**src/rtl/truth_table_sweeper.sv**
```systemverilog
// Exhaustive 32-vector stimulus sequencer that captures Z into a truth table and checks it against a golden signature.
// Optional feature: define SWEEP_PAUSE_EN to add a 'pause' input that stalls the sweep while in HOLD.
module truth_table_sweeper #(
  parameter int         SETTLE_CYCLES = 2,
  parameter logic [4:0] START_CODE    = 5'b10000
) (
  input  logic        clk,
  input  logic        rst,
  input  logic        start,
  input  logic [31:0] expected,
  input  logic        z_in,
`ifdef SWEEP_PAUSE_EN
  input  logic        pause,
`endif
  output logic [4:0]  vec,
  output logic        busy,
  output logic        done,
  output logic        pass,
  output logic [31:0] truth_table,
  output logic [5:0]  mismatch_count,
  output logic [4:0]  first_fail,
  output logic        fail_seen
);

  typedef enum logic [1:0] {IDLE, HOLD, DONE} state_t;

  localparam logic [3:0] SETTLE_INIT = 4'(SETTLE_CYCLES);

  state_t      state;
  state_t      state_next;
  logic [3:0]  settle_cnt;
  logic [4:0]  idx;
  logic [31:0] exp_latched;
  logic        stall;
  logic        sample;
  logic        last_sample;
  logic        mismatch;
  logic [5:0]  mismatch_next;

`ifdef SWEEP_PAUSE_EN
  assign stall = pause && (state == HOLD);
`else
  assign stall = 1'b0;
`endif

  assign sample        = (state == HOLD) && !stall && (settle_cnt == 4'd0);
  assign last_sample   = sample && (idx == 5'd31);
  assign mismatch      = (z_in != exp_latched[vec]);
  assign mismatch_next = mismatch ? mismatch_count + 6'd1 : mismatch_count;

  assign busy = (state == HOLD);
  assign done = (state == DONE);

  always_ff @(posedge clk) begin
    if (rst) state <= IDLE;
    else     state <= state_next;
  end

  always_comb begin
    state_next = state;
    case (state)
      IDLE:    if (start) state_next = HOLD;
      HOLD:    if (last_sample) state_next = DONE;
      DONE:    state_next = IDLE;
      default: state_next = IDLE;
    endcase
  end

  // pass is resolved on the final sample so it is already valid in the done cycle
  always_ff @(posedge clk) begin
    if (rst) begin
      vec            <= 5'd0;
      pass           <= 1'b0;
      truth_table    <= 32'd0;
      mismatch_count <= 6'd0;
      first_fail     <= 5'd0;
      fail_seen      <= 1'b0;
      settle_cnt     <= 4'd0;
      idx            <= 5'd0;
      exp_latched    <= 32'd0;
    end else begin
      case (state)
        IDLE: begin
          if (start) begin
            exp_latched    <= expected;
            truth_table    <= 32'd0;
            mismatch_count <= 6'd0;
            first_fail     <= 5'd0;
            fail_seen      <= 1'b0;
            pass           <= 1'b0;
            vec            <= START_CODE;
            settle_cnt     <= SETTLE_INIT;
            idx            <= 5'd0;
          end
        end
        HOLD: begin
          if (!stall) begin
            if (settle_cnt != 4'd0) begin
              settle_cnt <= settle_cnt - 4'd1;
            end else begin
              truth_table[vec] <= z_in;
              mismatch_count   <= mismatch_next;
              if (mismatch && !fail_seen) begin
                first_fail <= vec;
                fail_seen  <= 1'b1;
              end
              if (last_sample) begin
                pass <= (mismatch_next == 6'd0);
              end else begin
                vec        <= vec + 5'd1;
                idx        <= idx + 5'd1;
                settle_cnt <= SETTLE_INIT;
              end
            end
          end
        end
        default: ;
      endcase
    end
  end

endmodule

```
**config.mk**
```make
export PLATFORM = sky130hd
export DESIGN_NAME = truth_table_sweeper
export DESIGN_NICKNAME = d
export VERILOG_FILES = /design/src/rtl/truth_table_sweeper.sv
export SDC_FILE = /design/constraint.sdc
export NUM_CORES = 1
export LEC_CHECK = 0
export ABC_CLOCK_PERIOD_IN_PS = 2800
export CORE_MARGIN = 2
export CORE_UTILIZATION = 52
export DETAILED_ROUTE_END_ITERATION = 10
export GPL_ROUTABILITY_DRIVEN = 1
export PLACE_DENSITY = 0.93
export SLEW_MARGIN = 25
export SYNTH_ARGS = -nofsm -noshare
export SYNTH_HDL_FRONTEND = slang
export SYNTH_SLANG_ARGS = --single-unit
```
**constraint.sdc**
```tcl
create_clock -name clk -period 2.8 [get_ports clk]
set_clock_uncertainty 0.05 [all_clocks]
set_input_delay 0.56 -clock clk [delete_from_list [all_inputs] [get_ports clk]]
set_output_delay 0.56 -clock clk [all_outputs]
set_load 0.01 [all_outputs]
```
---- Word-level counts from Yosys, hierarchy flattened ----
Index checks and enable logic that the tools add are counted.
word-level totals
  bits in registers ....................... 93
  bits in latches ......................... 0
  RAM bits ................................ 0
  bits in read-only memories .............. 0
  input bits .............................. 36
  output and inout port bits .............. 52
  word-level logic and storage cells ...... 80
  memories ................................ 0
cells by class
  add/subtract/negate cells ............... 4
  multipliers ............................. 0
  div/mod/pow operators ................... 0
  magnitude comparators ................... 2
  equal/unequal tests ..................... 10
  shift operators ......................... 0
  mux-type cells .......................... 37
  bitwise operators ....................... 0
  reductions and logical operators ........ 17
operator list
  cell                   number
  $mux W32               2
  $pmux W32 S2           1
  $mux W5                8
  $bwmux W32             1
  $pmux W5 S2            3
  $mux W6                3
  $mux W4                3
  $pmux W6 S2            1
  $reduce_and A4 Y1      3
  $add A5 B1 Y5 const B  2
  $pmux W4 S2            1
  $mux W1                7
  $add A6 B1 Y6 const B  1
  $logic_not A6 Y1       1
  $lt A5 B6 Y1 const B   1
  $ne A2 B2 Y1 const B   3
  $reduce_and A3 Y1      2
  $bmux W1 S5            1
  $demux W1 S5           1
  $eq A5 B5 Y1 const B   1
  $ge A5 B1 Y1 const B   1
  $logic_and A1 B1 Y1    4
  $logic_not A4 Y1       1
  $mux W2                2
  other kinds (13)       16

---- Depth between registers and ports, before layout ----
Gate-level depths: netlist of the first run.
  word-level depth ........................ 8
  gate-level depth with buffers ........... 12
  gate-level depth less buffers ........... 10

---- Worst setup path before layout of the first run ----
Ideal clock, no wire load.
  path kind ............................... reg2reg
  start point ............................. register vec[1]
  end point ............................... register pass
  setup time .............................. 0.084 ns
  arrival time ............................ 2.253 ns
  required time ........................... 2.666 ns
  slack ................................... 0.413 ns
  cell stages (with the launch flop) ...... 11
  path buffers ............................ 2
  clock period less this slack ............ 2.387 ns
  path through ............................ dfxtp_1 -> buf_6 -> mux2_1 -> a22o_1 -> nor3_1 -> o2111ai_1 -> nor2b_2 -> buf_6 -> a211o_1 -> and3_1 -> o31ai_2
on the way
  cells in the longest elaborated chain, start to end .. 8
ends and longest elaborated chain
  element                        line  source
  start: declaration             15    output logic [4:0] vec,
  start signal: assignment       110   vec <= vec + 5'd1;
  $bmux W1 S5                    48    assign mismatch = (z_in != exp_latched[vec]);
  $mux W1 (implied by the code)  48
  $ne A1 B1 Y1                   48
  $mux W6                        49    assign mismatch_next = mismatch ? mismatch_count + 6'd1 : mismatch_count;
  $logic_not A6 Y1               108   pass <= (mismatch_next == 6'd0);
  $mux W1                        107   if (last_sample) begin
  $mux W1                        98    if (settle_cnt != 4'd0) begin
  $pmux W1 S2                    82    case (state)
  end signal: assignment         108
  end: declaration               18    output logic pass,
No other way between the ends. The select of a mux whose other input is x is not followed.
A chain may end at the register's enable or synchronous reset.

---- Worst setup path after layout of the first run ----
  start point ............................. register vec[3]
  end point ............................... register mismatch_count[5]
on the way
  cells in the longest elaborated chain, start to end .. 6
ends and longest elaborated chain
  element                        line  source
  $bmux W1 S5                    48
  $mux W1 (implied by the code)  48
  $ne A1 B1 Y1                   48
  $mux W6                        49
  $mux W6                        98
  $pmux W6 S2                    82
  end signal: assignment         102   mismatch_count <= mismatch_next;
  end: declaration               20    output logic [5:0] mismatch_count,
No other way between the ends. The select of a mux whose other input is x is not followed.

==> results of run 1 <==
[metrics by stage]
step / setup WS, ps / setup TNS (ps) / area, um2 / instances / power, mW
after floorplan: 412.7 / 0 / 4372 / 555 / 1.698
after detailed placement: -1.791 / -1.791 / 5310 / 721 / 1.847
final: 126.0 / 0 / 5533 / 740 / 2.736
after global routing: -101.0 / -101.0 / 5533 / 740 / 2.852
after global placement: 157.1 / 0 / 5310 / 721 / 1.830
after CTS: 63.43 / 0 / 5505 / 737 / 2.712
[sequential cells by signal, summed over array words and instances, names as in the netlist]
| register | flops |
|---|---|
| mismatch_count | 6 |
| first_fail | 5 |
| exp_latched | 32 |
| idx | 5 |
| settle_cnt | 4 |
| vec | 5 |
| truth_table | 32 |
| pass | 1 |
| state | 2 |
| fail_seen | 1 |
[worst max-delay path: stages, from the launching register on]
cell and delay [ps]:
dfxtp_1 480, or3b_1 460, o22ai_1 200, nor3_1 80
o2111ai_1 330, nor2b_4 290, nand4_1 140, or3_1 340
a31oi_1 220
[power by group]
part | total [mW] | switching, mW | leakage, nW | internal, mW
Sequential | 1.41 | 0.0424 | 0.757 | 1.37
Combinational | 0.436 | 0.257 | 1.15 | 0.179
Clock | 0.891 | 0.477 | 0.100 | 0.413
Total | 2.74 | 0.777 | 2.01 | 1.96
[cell usage after synthesis (all sizes together) (7+ instances only)]
| cell type | number | area (um2) |
|---|---|---|
| a21oi | 112 | 560.5 |
| and3 | 12 | 75.07 |
| buf | 12 | 91.34 |
| clkbuf | 34 | 130.1 |
| dfxtp | 93 | 1862 |
| ha | 9 | 112.6 |
| inv | 7 | 26.27 |
| mux2i | 17 | 170.2 |
| nand2 | 115 | 431.7 |
| nand3 | 8 | 40.04 |
| nand4 | 7 | 43.79 |
| nor2 | 16 | 60.06 |
| nor3 | 13 | 65.06 |
| nor3b | 7 | 68.82 |
| o21ai | 42 | 214.0 |
[worst paths after layout]
| kind | start | endpoint | slack (ps) |
|---|---|---|---|
| worst min-delay path | first_fail[0] | first_fail[0] | 410 |
| worst min register to register | first_fail[0] | first_fail[0] | 410 |
| worst max register to register | vec[3] | mismatch_count[5] | 130 |
| worst max-delay path | vec[3] | mismatch_count[5] | 130 |
[cell families after synthesis]
| family | count (synthesis) | share of synthesized area |
|---|---|---|
| muxes | 20 | 0.04665 |
| DFF | 93 | 0.4259 |
| buffers and inverters | 53 | 0.05667 |
| xor gates and xnor gates | 7 | 0.01402 |
| adders and majority gates | 9 | 0.02576 |
| AOI/OAI and AO/OA | 173 | 0.2158 |
| and+or+nand+nor | 200 | 0.2152 |
[final cells by class]
type / instances / area (um2) / share of cell area
sequential: 93 / 1866 / 0.3372
clock buffer: 10 / 127.6 / 0.02307
multi-input combinational: 410 / 2276 / 0.4114
tap: 105 / 131.4 / 0.02374
timing repair buffer: 109 / 1044 / 0.1886
inverter: 7 / 26.28 / 0.004749
clock inverter: 6 / 62.56 / 0.01131
[metal layers]
metal | track usage | vias up
li1 | - | 2078
met1 | 0.3317 | 2075
met2 | 0.4470 | 223
met3 | 0.06030 | 40
met4 | 0.1143 | 0
met5 | 0 | -
[repair_timing]
| action | in CTS | in global routing |
|---|---|---|
| buffers inserted | 0 | 2 |
| resized for setup | 1 | 3 |
| setup endpoints to repair | 2 | 6 |
| cloned | 0 | 1 |
==> results.sh, run 1 <==
export IMPL_status="complete, no violations"
export IMPL_drive_gt1_frac=0.08189
export IMPL_hold_violations=0
export IMPL_p_per_area_nw_per_um2=494.5
export IMPL_required_ps=3030
export IMPL_drt_vias_per_instance=5.968
export IMPL_dieArea_um2=9157
export IMPL_track_usage=0.2674
export IMPL_slew_headroom=0.4360
export IMPL_place_congestion=0.8359
export IMPL_ir_drop_mv=0.3428
export IMPL_clkSinkCount=93
export IMPL_synth_ff_type="dfxtp_1"
export IMPL_syn_to_final_growth_pct=26.56
export IMPL_wirelength_um=12150
export IMPL_coreArea_um2=8175
export IMPL_final_core_util=0.6768
export IMPL_top_layer_used="met4"
export IMPL_wl_met1_um=4910
export IMPL_drt_pass1_iter_count=5
export IMPL_hold_class="reg2reg"
export IMPL_wl_per_cell_um=16.42
export IMPL_reg2reg_depth=8
export IMPL_cp_end_kind="flip-flop"
export IMPL_synth_distinct_cells=53
export IMPL_cts_buffer_depth=2
export IMPL_yosys_warnings=0
export IMPL_timing_final_crit_share=0.9550
export IMPL_first_iter_violations=380
export IMPL_grt_max_degree=41
export IMPL_min_path_cells=2
export IMPL_cts_htree_levels=3
export IMPL_vias=4416
export IMPL_clk_pin_slew_ps=90
export IMPL_syn_nets=600
export IMPL_fill_cells=627
export IMPL_max_slew_worst_pin_slew_ps=839.5
export IMPL_max_freq_mhz=374.0
export IMPL_cts_tree="yes"
export IMPL_grt_first_pass_wirelength_um=19160
export IMPL_gr_total_overflow=0
export IMPL_port_buffer_count=87
export IMPL_synth_cells=555
export IMPL_drv_cap=0
export IMPL_syn_area_um2=4372
export IMPL_fin_crit_ps=2674
export IMPL_met3_length_um=982
export IMPL_clockRootBuffer="clkbuf_8"
export IMPL_antenna_cells=0
export IMPL_dp_hpwl_um=8325
export IMPL_final_cell_mix="nand2_1 (115), a21oi_1 (112), dfxtp_1 (90)"
export IMPL_die_y_um=95.69
export IMPL_synth_seq_area_share=0.4259
export IMPL_cellLeakagePower_nw=2.012
export IMPL_hold_ws_ps=410.5
export IMPL_critical_path_class="reg2reg"
export IMPL_synthArstFlopShare=0
export IMPL_insertion_delay_ps=370
export IMPL_rows=33
export IMPL_fp_dieW_um=95.69
export IMPL_ys_ff_latch=93
export IMPL_setup_viol=0
export IMPL_ctsHoldBuffers=0
export IMPL_fin_nets=675
export IMPL_syn_avg_cell_area_um2=7.877
export IMPL_postRouteAntennaNets=0
export IMPL_critPathLaunchType="flip-flop"
export IMPL_synth_edf_count=0
export IMPL_arrival_ps=2900
export IMPL_antenna_found_initial=0
export IMPL_cts_buffers=9
export IMPL_layout_commonest_cell="nand2_1"
export IMPL_path_max_fanout=14
export IMPL_drc=0
export IMPL_slew_viol_final=0
export IMPL_io_pins=88
export IMPL_start_util=0.5347
export IMPL_routed_wl_met2_um=5918
export IMPL_grt_pass1_vias=4215
Power figures use the tool's default switching activity.
==> run 2, diff against run 1 <==
- RECOVER_POWER: unset -> 100
==> results.sh, run 2 (synthesis results as in run 1) <==
export IMPL_cts_htree_levels=3
export IMPL_coreArea_um2=8175
export IMPL_min_to="first_fail[0]"
export IMPL_fill_cells=633
export IMPL_drc=0
export IMPL_antenna_found_initial=0
export IMPL_critPathLaunchType="flip-flop"
export IMPL_final_cell_mix="nand2_1 (115), a21oi_1 (112), dfxtp_1 (90)"
export IMPL_dieArea_um2=9157
export IMPL_slew_viol_final=0
export IMPL_clockRootBuffer="clkbuf_8"
export IMPL_reg2reg_slack_ps=80
export IMPL_post_place_ws_ps=-1.791
export IMPL_timing_final_crit_share=0.9729
export IMPL_path_max_fanout=14
export IMPL_wl_per_cell_um=16.56
export IMPL_worstReg2RegEnd="mismatch_count[5]"
export IMPL_syn_to_final_growth_pct=26.19
export IMPL_min_from="first_fail[0]"
export IMPL_setup_tns_ps=0
export IMPL_arrival_ps=2950
export IMPL_max_freq_mhz=367.1
export IMPL_start_util=0.5347
export IMPL_status="complete, no violations"
export IMPL_place_congestion=0.8359
export IMPL_fin_nets=675
export IMPL_layout_commonest_cell="nand2_1"
export IMPL_fp_dieW_um=95.69
export IMPL_max_slew_worst_pin_slew_ps=835.5
export IMPL_slew_headroom=0.4387
export IMPL_setup_viol=0
export IMPL_track_usage=0.2674
export IMPL_cts_buffer_depth=2
export IMPL_dp_hpwl_um=8325
export IMPL_cellLeakagePower_nw=2.168
export IMPL_rows=33
export IMPL_r2r_start="vec[3]"
export IMPL_drv_cap=0
export IMPL_required_ps=3020
export IMPL_wirelength_um=12260
export IMPL_fin_crit_ps=2724
export IMPL_drive_gt1_frac=0.07402
export IMPL_antenna_cells=0
export IMPL_layout_setup_ws_ps=75.95
export IMPL_insertion_delay_ps=370
export IMPL_ir_drop_mv=0.3428
export IMPL_grt_max_degree=41
export IMPL_cts_buffers=9
export IMPL_vias=4415
export IMPL_hold_violations=0
export IMPL_io_pins=88
export IMPL_die_y_um=95.69
export IMPL_min_path_cells=2
export IMPL_clk_pin_slew_ps=90
export IMPL_critical_path_class="reg2reg"
export IMPL_cts_tree="yes"
export IMPL_ctsHoldBuffers=0
export IMPL_reg2reg_depth=8
export IMPL_clkSinkCount=93
export IMPL_cp_end_kind="flip-flop"
export IMPL_gr_total_overflow=0
export IMPL_first_iter_violations=440
export IMPL_postRouteAntennaNets=0
export IMPL_drt_vias_per_instance=5.966
export IMPL_largestRegisters="exp_latched x32, truth_table x32, mismatch_count x6"
export IMPL_hold_class="reg2reg"
export IMPL_port_buffer_count=87
export IMPL_drt_pass1_iter_count=5
export IMPL_p_per_area_nw_per_um2=495.2
export IMPL_grt_pass1_vias=4215
export IMPL_final_core_util=0.6748
export IMPL_grt_first_pass_wirelength_um=19160
-- run 2: cell types whose count changed in the layout (fill, tap and decap cells not counted), moves of 3 or more --
cell,previous run,this run
and2_0,0,3
and2_1,5,2
buf_4,21,17
clkbuf_1,1,4
clkdlybuf4s50_1,86,37
dlygate4sd3_1,0,49
-- run 2: worst max-delay path by stage --
stage           start                 to  depth (start not counted)
2_1_floorplan  vec[1]               pass                         10
3_3_place_gp   vec[1]               pass                          9
3_5_place_dp   vec[1]  mismatch_count[5]                          9
4_1_cts        vec[1]  mismatch_count[5]                          9
5_1_grt        vec[3]  mismatch_count[5]                          8
6_report       vec[3]  mismatch_count[5]                          8
-- run 2: power by group --
| part | switching, mW | internal (mW) |
|---|---|---|
| combinational | 0.258 | 0.171 |
| clock | 0.481 | 0.414 |
| sequential | 0.0421 | 1.37 |
-- run 2: area by class of cell --
class                           count  area [um2]  area share
Timing Repair Buffer              109        1030      0.1867
Multi-Input combinational cell    410        2273      0.4121
Sequential cell                    93        1866      0.3382
Clock inverter                      6       62.56     0.01134
Clock buffer                       10       127.6     0.02313
Tap cell                          105       131.4     0.02381
Inverter                            7       26.28    0.004763
-- run 2: per-layer routing --
metal / share of wire / wire (um) / track usage / vias up
met5: 0 / 0 / 0 / -
met4: 0.030 / 366 / 0.1143 / 0
met3: 0.074 / 911 / 0.06030 / 46
met2: 0.48 / 5929 / 0.4470 / 215
met1: 0.41 / 5049 / 0.3317 / 2074
li1: - / - / - / 2080
-- run 2: critical path, stage by stage (launching register included) --
cell and delay [ps]:
dfxtp_1 480, or3b_1 460, o22ai_1 200, nor3_1 80, o2111ai_1 360, nor2b_4 300
nand4_1 140, or3_1 340, a31oi_1 230
-- run 2: per-stage QoR --
step                      hold WS, ps  area (um2)  std cells  power [mW]
after detailed placement        400.5        5310        721       1.847
final                           407.6        5517        740       2.732
after floorplan                 382.2        4372        555       1.698
after global routing            437.5        5517        740       2.843
after global placement          395.4        5310        721       1.830
after CTS                       415.1        5505        737       2.712
-- run 2: timing repair --
action	CTS	global route
setup endpoints to repair	2	6
buffers inserted	0	2
gates resized for setup	1	3
gates cloned	0	1
==> run 3, diff against run 2 <==
- HOLD_SLACK_MARGIN: unset -> 0.06
==> results of run 3 <==
The final DEF is identical to that of run 2; final timing and power are the same.
